<file path="src/rtl/sha_pkg.sv">
// rtl/sha_pkg.sv - shared SHA-256 block constants and UART receive state types
package sha_pkg;

    localparam int SHA_BLOCK_W = 512;
    localparam int SHA_LEN_W = 64;
    localparam logic [7:0] SHA_PAD_BYTE = 8'h80;
    localparam int MAX_PAYLOAD = 55;
    localparam int LEN_W = 6;

    typedef enum logic [2:0] {
        RX_IDLE,
        RX_START,
        RX_DATA,
`ifdef UART_RX_PARITY_EN
        RX_PARITY,
`endif
        RX_STOP
    } rx_state_e;

    typedef enum logic [1:0] {
        ASM_COLLECT,
        ASM_PAD,
        ASM_VALID
    } asm_state_e;

endpackage

</file>
<file path="src/rtl/uart_rx_byte.sv">
// rtl/uart_rx_byte.sv - synchronised 8N1 UART byte receiver (8E1 with UART_RX_PARITY_EN)
module uart_rx_byte
    import sha_pkg::*;
#(
    parameter int CLK_FREQ = 60000000,
    parameter int BAUD = 115200
) (
    input  logic       CLK,
    input  logic       reset,
    input  logic       RXD,
    output logic [7:0] rx_byte,
    output logic       byte_vld,
    output logic       frame_err
);

    localparam int DIV = CLK_FREQ / BAUD;
    localparam int CNT_W = $clog2(DIV);
    localparam logic [CNT_W-1:0] BIT_LAST = CNT_W'(DIV - 1);
    localparam logic [CNT_W-1:0] HALF_LAST = CNT_W'(DIV / 2 - 1);

    rx_state_e        state;
    logic             rxd_m;
    logic             rxd_s;
    logic             armed;
    logic [CNT_W-1:0] cnt;
    logic [2:0]       bit_idx;
    logic [7:0]       shreg;
`ifdef UART_RX_PARITY_EN
    logic             par_err;
`endif

    always_ff @(posedge CLK or negedge reset) begin
        if (!reset) begin
            rxd_m     <= 1'b1;
            rxd_s     <= 1'b1;
            state     <= RX_IDLE;
            armed     <= 1'b0;
            cnt       <= '0;
            bit_idx   <= '0;
            shreg     <= '0;
            rx_byte   <= '0;
            byte_vld  <= 1'b0;
            frame_err <= 1'b0;
`ifdef UART_RX_PARITY_EN
            par_err   <= 1'b0;
`endif
        end else begin
            rxd_m     <= RXD;
            rxd_s     <= rxd_m;
            byte_vld  <= 1'b0;
            frame_err <= 1'b0;
            case (state)
                RX_IDLE: begin
                    cnt <= '0;
                    // Only a high-to-low transition starts a frame; a stuck-low line never re-arms
                    if (rxd_s) begin
                        armed <= 1'b1;
                    end else if (armed) begin
                        armed <= 1'b0;
                        state <= RX_START;
                    end
                end
                RX_START: begin
                    if (cnt == HALF_LAST) begin
                        cnt     <= '0;
                        bit_idx <= '0;
                        state   <= rxd_s ? RX_IDLE : RX_DATA;
                    end else begin
                        cnt <= cnt + 1'b1;
                    end
                end
                RX_DATA: begin
                    if (cnt == BIT_LAST) begin
                        cnt     <= '0;
                        shreg   <= {rxd_s, shreg[7:1]};
                        bit_idx <= bit_idx + 1'b1;
                        if (bit_idx == 3'd7) begin
`ifdef UART_RX_PARITY_EN
                            state <= RX_PARITY;
`else
                            state <= RX_STOP;
`endif
                        end
                    end else begin
                        cnt <= cnt + 1'b1;
                    end
                end
`ifdef UART_RX_PARITY_EN
                RX_PARITY: begin
                    if (cnt == BIT_LAST) begin
                        cnt     <= '0;
                        par_err <= (rxd_s != ^shreg);
                        state   <= RX_STOP;
                    end else begin
                        cnt <= cnt + 1'b1;
                    end
                end
`endif
                RX_STOP: begin
                    if (cnt == BIT_LAST) begin
                        cnt   <= '0;
                        state <= RX_IDLE;
`ifdef UART_RX_PARITY_EN
                        if (rxd_s && !par_err) begin
`else
                        if (rxd_s) begin
`endif
                            rx_byte  <= shreg;
                            byte_vld <= 1'b1;
                        end else begin
                            frame_err <= 1'b1;
                        end
                    end else begin
                        cnt <= cnt + 1'b1;
                    end
                end
                default: state <= RX_IDLE;
            endcase
        end
    end

endmodule

</file>
<file path="src/rtl/uart_msg_rx.sv">
// rtl/uart_msg_rx.sv - UART message collector emitting one padded SHA-256 block
// Optional even-parity frames when UART_RX_PARITY_EN is defined.
module uart_msg_rx
    import sha_pkg::*;
#(
    parameter int CLK_FREQ = 60000000,
    parameter int BAUD = 115200,
    parameter int MAX_LEN = MAX_PAYLOAD,
    parameter logic [7:0] TERM = 8'h0a
) (
    input  logic                   CLK,
    input  logic                   reset,
    input  logic                   RXD,
    output logic [0:SHA_BLOCK_W-1] msg,
    output logic                   msg_valid,
    input  logic                   msg_ack,
    output logic                   frame_err,
    output logic                   overflow
);

    localparam logic [LEN_W-1:0] LEN_LAST = LEN_W'(MAX_LEN - 1);

    logic [7:0]             rx_byte;
    logic                   byte_vld;
    asm_state_e             state;
    logic [LEN_W-1:0]       len;
    logic [7:0]             buf_mem [0:MAX_LEN-1];
    logic [SHA_BLOCK_W-1:0] padded;

    uart_rx_byte #(
        .CLK_FREQ(CLK_FREQ),
        .BAUD    (BAUD)
    ) u_rx (
        .CLK      (CLK),
        .reset    (reset),
        .RXD      (RXD),
        .rx_byte  (rx_byte),
        .byte_vld (byte_vld),
        .frame_err(frame_err)
    );

    always_ff @(posedge CLK) begin
        if (state == ASM_COLLECT && byte_vld && rx_byte != TERM) begin
            buf_mem[len] <= rx_byte;
        end
    end

    // Byte i occupies the i-th octet from the MSB end; stale buffer entries past len are masked
    always_comb begin
        padded = '0;
        for (int i = 0; i < MAX_LEN; i++) begin
            if (LEN_W'(i) < len) begin
                padded[SHA_BLOCK_W-1-8*i -: 8] = buf_mem[i];
            end
        end
        for (int i = 0; i <= MAX_LEN; i++) begin
            if (LEN_W'(i) == len) begin
                padded[SHA_BLOCK_W-1-8*i -: 8] = SHA_PAD_BYTE;
            end
        end
        padded[SHA_LEN_W-1:0] = {{(SHA_LEN_W-LEN_W-3){1'b0}}, len, 3'b000};
    end

    always_ff @(posedge CLK or negedge reset) begin
        if (!reset) begin
            state     <= ASM_COLLECT;
            len       <= '0;
            msg       <= '0;
            msg_valid <= 1'b0;
            overflow  <= 1'b0;
        end else begin
            overflow <= 1'b0;
            case (state)
                ASM_COLLECT: begin
                    if (byte_vld) begin
                        if (rx_byte == TERM) begin
                            state <= ASM_PAD;
                        end else begin
                            len <= len + 1'b1;
                            if (len == LEN_LAST) begin
                                state <= ASM_PAD;
                            end
                        end
                    end
                end
                ASM_PAD: begin
                    msg       <= padded;
                    msg_valid <= 1'b1;
                    state     <= ASM_VALID;
                    overflow  <= byte_vld;
                end
                ASM_VALID: begin
                    overflow <= byte_vld;
                    if (msg_ack) begin
                        msg_valid <= 1'b0;
                        len       <= '0;
                        state     <= ASM_COLLECT;
                    end
                end
                default: state <= ASM_COLLECT;
            endcase
        end
    end

endmodule

</file>
<file path="config.mk">
export PLATFORM = sky130hd
export DESIGN_NAME = uart_msg_rx
export DESIGN_NICKNAME = d
export VERILOG_FILES = /design/src/rtl/sha_pkg.sv /design/src/rtl/uart_rx_byte.sv /design/src/rtl/uart_msg_rx.sv
export SDC_FILE = /design/constraint.sdc
export NUM_CORES = 1
export LEC_CHECK = 0
export ABC_AREA = 1
export CAP_MARGIN = 40
export CORE_UTILIZATION = 55
export CTS_CLUSTER_DIAMETER = 200
export CTS_CLUSTER_SIZE = 10
export DETAILED_ROUTE_END_ITERATION = 16
export GPL_TIMING_DRIVEN = 1
export HOLD_SLACK_MARGIN = 0.05
export PLACE_DENSITY_LB_ADDON = 0.1
export SLEW_MARGIN = 20
export SYNTH_ARGS = -nofsm -noshare
export SYNTH_HDL_FRONTEND = slang
export SYNTH_SLANG_ARGS = --single-unit
</file>
<file path="constraint.sdc">
create_clock -name CLK -period 7.3 [get_ports CLK]
set_clock_uncertainty 0.2 [all_clocks]
set_input_delay 1.095 -clock CLK [delete_from_list [all_inputs] [get_ports CLK]]
set_output_delay 1.095 -clock CLK [all_outputs]
set_load 0.02 [all_outputs]
</file>
==> results of run 1 <==
==> cells by family after synthesis <==
kind of cell | synth area share [%]
AOI/OAI and AO/OA | 6.191
other | 0.01101
buffers and inverters | 3.705
and+or+nand+nor | 14.41
DFF | 74.99
adders and majority gates | 0.5141
xor gates and xnor gates | 0.1799
==> through the flow <==
step / utilization (%) / worst slack [ns] / hold slack [ns] / instance area [µm²]
detailed placement: 64.79 / 2.863 / 0.1493 / 39400
CTS: 69.68 / 2.816 / 0.1573 / 42370
global route: 69.89 / 2.996 / 0.1682 / 42500
floorplan: - / 4.386 / 0.1452 / 34310
finish: 69.89 / 3.077 / 0.1576 / 42500
global placement: 64.35 / 3.033 / 0.1513 / 39130
==> metal layers <==
layer	wire, µm	global-route usage, %	up-vias
li1	-	-	10220
met1	39160	43.87	11820
met2	46880	49.40	1178
met3	8306	5.653	186
met4	3449	11.57	0
met5	0	0	-
==> power groups by stage <==
stage | registers (W) | clock network [W] | logic (W)
CTS | 0.00550 | 0.00470 | 0.000196
floorplan | 0.00560 | 0 | 0.000136
detailed placement | 0.00560 | 0 | 0.000195
finish | 0.00550 | 0.00466 | 0.000195
global placement | 0.00560 | 0 | 0.000185
global route | 0.00550 | 0.00492 | 0.000225
==> layout by cell type, fill, tap and decap left out, types with 3 or more instances in the layout <==
master           netlist  layout
nor2_2                13      13
nand2_1              749     749
inv_2                 12      11
o311ai_0               3       3
dfrtp_1              491     483
o211ai_1               6       6
a31oi_1               18      18
o21ai_0              114     114
nand3_1              259     259
inv_6                  0       5
o21ai_1                6       6
buf_2                 25       3
xor2_1                 6       6
inv_1                 78      77
conb_1                 1      65
ha_1                  14      13
buf_8                  0       3
clkdlybuf4s50_1        0     452
nor2_4                 4       4
buf_16                 0       6
nand2_2                6       6
dfrtp_4                0       3
a22o_1                49      49
clkbuf_16              0     105
a31oi_2                3       3
nor3_1                14      14
nor2_1               139     139
dfrtp_2                0       5
buf_12                 0       7
edfxtp_1             440     440
buf_4                 69      30
a21oi_1               48      48
clkbuf_1              59      81
a21oi_2                3       3
a32o_1                49      49
==> critical path, delay by kind of cell, from the launching register on <==
family / cells / cell delay [ns]
and+or+nand+nor: 5 / 2.13
DFF: 1 / 1.03
buffers and inverters: 2 / 0.45
==> layout make-up <==
type | count | area, µm²
sequential | 933 | 25570
fill | 4274 | 18310
multi-input combinational | 1585 | 7511
timing repair buffer | 501 | 5115
clock buffer | 186 | 2932
tap | 782 | 978.4
inverter | 91 | 349.1
clock inverter | 5 | 43.79
==> how the worst min path moves through the flow <==
stage	end	slack, ns	cells after the start
after floorplan	u_rx.rxd_s	0.15	0
after global placement	u_rx.rxd_s	0.15	0
after detailed placement	u_rx.rxd_s	0.15	0
after CTS	u_rx.rxd_s	0.16	0
after global routing	u_rx.rxd_s	0.17	0
final	u_rx.rxd_s	0.16	0
==> state kept, by name, summed over array words and instances, names as in the netlist <==
| register | flops |
|---|---|
| buf_mem | 440 |
| u_rx.state | 2 |
| u_rx.rxd_s | 1 |
| u_rx.frame_err | 1 |
| state | 2 |
| u_rx.cnt | 10 |
| u_rx.rxd_m | 1 |
| u_rx.byte_vld | 1 |
| len | 6 |
| msg | 447 |
| u_rx.armed | 1 |
| overflow | 1 |
| msg_valid | 1 |
| u_rx.rx_byte | 8 |
| u_rx.bit_idx | 3 |
| u_rx.shreg | 8 |
==> cells in the mapped netlist <==
master and n:
conb_1 1, nor2_4 4, nand2_1 749, a41oi_1 1
nand3_1 259, a22o_1 49, nand2_2 6, a22oi_1 1
buf_4 69, clkinv_1 1, o21ai_2 1, o21ai_0 114
dfrtp_1 491, inv_2 12, xor2_1 6, o21ai_1 6
a32o_1 49, clkbuf_1 59, nor2_1 139, nor2_2 13
o311ai_0 3, a31oi_1 18, o21ai_4 1, and2_1 1
nor3_2 2, or2_2 1, dfstp_2 2, nor3_1 14
inv_1 78, o211ai_1 6, o2bb2ai_1 1, nand4_1 1
edfxtp_1 440, o21a_1 1, buf_1 15, o22ai_2 1
buf_2 25, o31ai_2 2, and3_1 1, a21oi_2 3
a21oi_1 48, ha_1 14, o22ai_1 1, xnor2_1 1
a31oi_2 3
==> flow_metrics.env, run 1 <==
export IMPL_yosysSeqAreaShare_pct=74.99
export IMPL_antenna_violating_nets_post_route=0
export IMPL_netlist_top_cell_by_area="edfxtp_1"
export IMPL_total_switching_power_w=0.002145
export IMPL_setup_violations_final=0
export IMPL_dieHeight_um=250.9
export IMPL_root_buf_cell="clkbuf_16"
export IMPL_regToRegEndpoint="buf_mem[8][6]"
export IMPL_place_inst=3882
export IMPL_route_detailed_wl_per_inst_um=23.95
export IMPL_clock_insertion_delay_worst_skew_ns=0.67
export IMPL_timing_final_crit_period_ns=4.223
export IMPL_synth_cell_type_count=45
export IMPL_row_count=90
export IMPL_reg2reg_depth=7
export IMPL_finalWirelength_um=97800
export IMPL_cts_repair_resize_count=0
export IMPL_cts_htree_levels=3
export IMPL_synthesis_area_um2=34070
export IMPL_timing_reg2reg_setup_slack_ns=3.08
export IMPL_start_kind="register"
export IMPL_worstSetupPathType="reg2reg"
export IMPL_cts_inserted_buffers=103
export IMPL_maximum_number_of_pins_on_one_net_before_global_route_repair=168
export IMPL_worstSetupEndpointType="register"
export IMPL_worst_path_arrival_ns=4.31
export IMPL_synth_area_leaders="edfxtp_1 39%, dfrtp_1 36%, nand2_1 8.3%"
export IMPL_outcome="finished clean"
export IMPL_maximum_clock_rate_ghz=0.2368
export IMPL_effective_utilization_at_floorplan_pct=56.03
export IMPL_core_area_um2=60810
export IMPL_area_delta_synth_final_pct=24.73
export IMPL_cp_common_cell="nand3_1"
export IMPL_rsz0062_at_grt="false"
export IMPL_critPathMaxFanout=57
export IMPL_syn_inst=2713
export IMPL_yosys_area_top_type_share_pct=38.78
export IMPL_power_density_nw_per_um2=243.7
export IMPL_cts_tree="built"
export IMPL_yosys_warnings=0
export IMPL_initial_antenna_violation_count=0
export IMPL_ir_worst_vdd_mv=0.3175
export IMPL_crit_path_start="u_rx.rx_byte[2]"
export IMPL_drt_pre_antenna_iters=6
export IMPL_power_total_w=0.01036
export IMPL_slew_headroom_pct=30.26
export IMPL_detail_route_vias_per_cell=5.730
export IMPL_timing_hold_worst_start="u_rx.rxd_m"
export IMPL_maxSlewViolCount=0
export IMPL_worst_pin_slew_ns=1.046
export IMPL_crit_path_end="buf_mem[8][6]"
export IMPL_critical_path_slowest_cell="dfrtp_4"
export IMPL_boundaryPins=519
export IMPL_place_gp_congestion=0.8762
export IMPL_first_global_vias=22900
export IMPL_seq_power_share_pct=53.1
export IMPL_clock_sink_count=933
export IMPL_post_cts_buffers=0
export IMPL_grt_overflow_total=0
export IMPL_die_x_um=250.9
export IMPL_tns_ns=0
export IMPL_ys_ff_latch=933
export IMPL_static_power_due_to_leakage_nw=17.04
export IMPL_cp_slowest_stage_delay_ns=1.03
export IMPL_drc=0
export IMPL_cts_buffer_depth=3
export IMPL_internal_power_w=0.008212
export IMPL_wire_length_of_the_first_global_routing_pass_um=144900
export IMPL_route_vias_total=23400
export IMPL_worst_r2r_startpoint="u_rx.rx_byte[2]"
export IMPL_initialDrtViolationCount=2620
export IMPL_layout_worst_path_cycle_share_pct=57.85
export IMPL_hold_buffers=0
export IMPL_num_nets_final=3233
export IMPL_place_port_buffers=453
export IMPL_fraction_of_final_layout_cells_with_drive_strength_greater_than_1_pct=6.634
export IMPL_cp_data_required_time_ns=7.38
export IMPL_stdcell_count=4083
export IMPL_number_of_antenna_cells_inserted=0
export IMPL_avgSynthCellArea_um2=12.56
export IMPL_clk_pin_slew_worst_paths_ns=0.06
export IMPL_power_switching_share_pct=20.71
export IMPL_grt_total_usage_pct=31.25
export IMPL_crit_path_cell_chain="nor3_1 > nand2_1 > nand3_1 > buf_8 > inv_1 > nand3_1 > nor2_1"
export IMPL_clkPwrFrac_pct=45.0
export IMPL_max_cap_viol_count=0
export IMPL_total_die_area_um2=62950
export IMPL_holdCritPathClass="reg2reg"
export IMPL_timing_hold_violations_final=0
export IMPL_power_share_combinational_pct=1.9
export IMPL_place_detailed_hpwl_um=64250
Note: power is estimated with default switching activity, not from simulation.
==> inputs of run 2 (changes only) <==
- CORE_UTILIZATION: 55 -> 54
- clock period: 7.3 -> 4 ns (I/O delays scaled with it)
==> flow_metrics.env, run 2 (synthesis results as in run 1) <==
export IMPL_clock_sink_count=933
export IMPL_worst_path_arrival_ns=3.42
export IMPL_root_buf_cell="clkbuf_16"
export IMPL_cp_slowest_stage_delay_ns=0.86
export IMPL_worst_slack_ns=0.9563
export IMPL_tns_ns=0
export IMPL_grt_use_met3_pct=7.730
export IMPL_place_gp_congestion=0.9341
export IMPL_static_power_due_to_leakage_nw=17.17
export IMPL_timing_reg2reg_setup_slack_ns=0.96
export IMPL_grt_overflow_total=0
export IMPL_dieHeight_um=253.2
export IMPL_power_density_nw_per_um2=443.3
export IMPL_pre_cts_slack_ns=1.069
export IMPL_largest_register_ff_count=447
export IMPL_holdCritPathClass="reg2reg"
export IMPL_worst_pin_slew_ns=0.9950
export IMPL_met2_usage_pct=49.15
export IMPL_core_area_um2=62050
export IMPL_wire_length_of_the_first_global_routing_pass_um=143800
export IMPL_mostFrequentLayoutCell="nand2_1"
export IMPL_finalWirelength_um=96490
export IMPL_fillCellCount=4479
export IMPL_top_usage_layer="met2"
export IMPL_detail_route_vias_per_cell=5.592
export IMPL_timing_critical_path_max_delay_family="flip-flops"
export IMPL_max_flop_register="msg"
export IMPL_clock_insertion_delay_worst_skew_ns=0.67
export IMPL_place_port_buffers=453
export IMPL_cts_tree="built"
export IMPL_number_of_antenna_cells_inserted=0
export IMPL_initial_antenna_violation_count=1
export IMPL_grt_total_usage_pct=30.56
export IMPL_critical_path_slowest_cell="dfrtp_1"
export IMPL_buf_inv_on_cp=4
export IMPL_grt_use_met1_pct=41.58
export IMPL_total_die_area_um2=64110
export IMPL_antenna_violating_nets_post_route=0
export IMPL_drc=0
export IMPL_outcome="finished clean"
export IMPL_route_vias_total=23250
export IMPL_effective_utilization_at_floorplan_pct=54.91
export IMPL_area_delta_synth_final_pct=25.53
export IMPL_maximum_number_of_pins_on_one_net_before_global_route_repair=170
export IMPL_cts_inserted_buffers=103
export IMPL_boundaryPins=519
export IMPL_setup_violations_final=0
export IMPL_worstSetupPathType="reg2reg"
export IMPL_initialDrtViolationCount=2159
export IMPL_start_kind="register"
export IMPL_maximum_clock_rate_ghz=0.3285
export IMPL_leading_cell_types_in_the_layout_fill_and_taps_excluded="749 x nand2_1, 483 x dfrtp_1, 452 x clkdlybuf4s50_1, 440 x edfxtp_1, 259 x nand3_1"
export IMPL_slew_headroom_pct=33.67
export IMPL_rsz0062_at_grt="false"
export IMPL_die_x_um=253.2
export IMPL_first_global_vias=22770
export IMPL_critPathMaxFanout=16
export IMPL_fraction_of_final_layout_cells_with_drive_strength_greater_than_1_pct=7.229
export IMPL_cp_data_required_time_ns=4.37
export IMPL_timing_hold_violations_final=0
export IMPL_row_count=91
export IMPL_clk_pin_slew_worst_paths_ns=0.06
export IMPL_max_cap_viol_count=0
export IMPL_drt_pre_antenna_iters=6
export IMPL_cts_htree_levels=3
export IMPL_route_detailed_wl_per_inst_um=23.21
export IMPL_maxSlewViolCount=0
export IMPL_place_detailed_hpwl_um=63980
export IMPL_ir_worst_vdd_mv=0.3322
export IMPL_layout_worst_path_cycle_share_pct=76.09
export IMPL_crit_path_cell_chain="inv_2 > nand2_1 > buf_4 > nor2_1 > inv_1 > nand2_1 > inv_2 > nand3_1 > o21ai_0"
export IMPL_cts_buffer_depth=3
export IMPL_reg_largest_list="msg x447, buf_mem x440, u_rx.cnt x10"
export IMPL_timing_final_crit_period_ns=3.044
export IMPL_num_nets_final=3254
export IMPL_worstSetupEndpointType="register"
[run 2: cell count changes in the layout (fill, tap and decap cells not counted), sizes merged]
cell,previous run,this run
dlygate4sd3,0,1
clkinv,2,5
buf,49,67
clkbuf,186,183
[run 2: through the flow]
step	cell area, µm²	utilization (%)	instances	hold WS [ns]	total power, W
6_report	42770	68.93	4157	0.1585	0.01896
5_1_grt	42770	68.93	4157	0.1377	0.01952
4_1_cts	42670	68.76	4146	0.1363	0.01906
3_5_place_dp	39640	63.88	3956	0.1535	0.01058
3_3_place_gp	39410	63.50	3941	0.1454	0.01056
2_1_floorplan	34310	-	2777	0.1044	0.01046
[run 2: worst paths after layout]
check | startpoint | to | cells after the start
setup / recovery | len[3] | msg[49] | 9
hold / removal | u_rx.rxd_m | u_rx.rxd_s | 0
setup reg to reg | len[3] | msg[49] | 9
hold reg to reg | u_rx.rxd_m | u_rx.rxd_s | 0
max in group asynchronous | reset | msg[254] | 3
min in group asynchronous | reset | msg[154] | 2
[run 2: metal layers]
layer	up-vias	wire length, µm
met4	2	2320
met5	-	17
met1	11790	38760
li1	10280	-
met2	1011	47160
met3	166	8231
[run 2: area by class of cell]
class / instances / area, µm² / share of cell area (%)
multi-input combinational: 1585 / 7511 / 17.56
timing repair buffer: 522 / 5278 / 12.34
clock inverter: 8 / 147.6 / 0.3452
tap: 837 / 1047 / 2.448
clock buffer: 181 / 2870 / 6.711
inverter: 91 / 349.1 / 0.8161
sequential: 933 / 25570 / 59.78
[run 2: what timing repair did]
| item | CTS | global route |
|---|---|---|
| hold endpoints to repair | 63 | 0 |
| hold buffers | 1 | 0 |
| resized for setup | 0 | 0 |
| buffers inserted | 0 | 0 |
[run 2: where the power goes]
part	internal (W)	switching, W
Clock	0.00486	0.00370
Combinational	0.0000757	0.000288
Sequential	0.0100	0.0000207
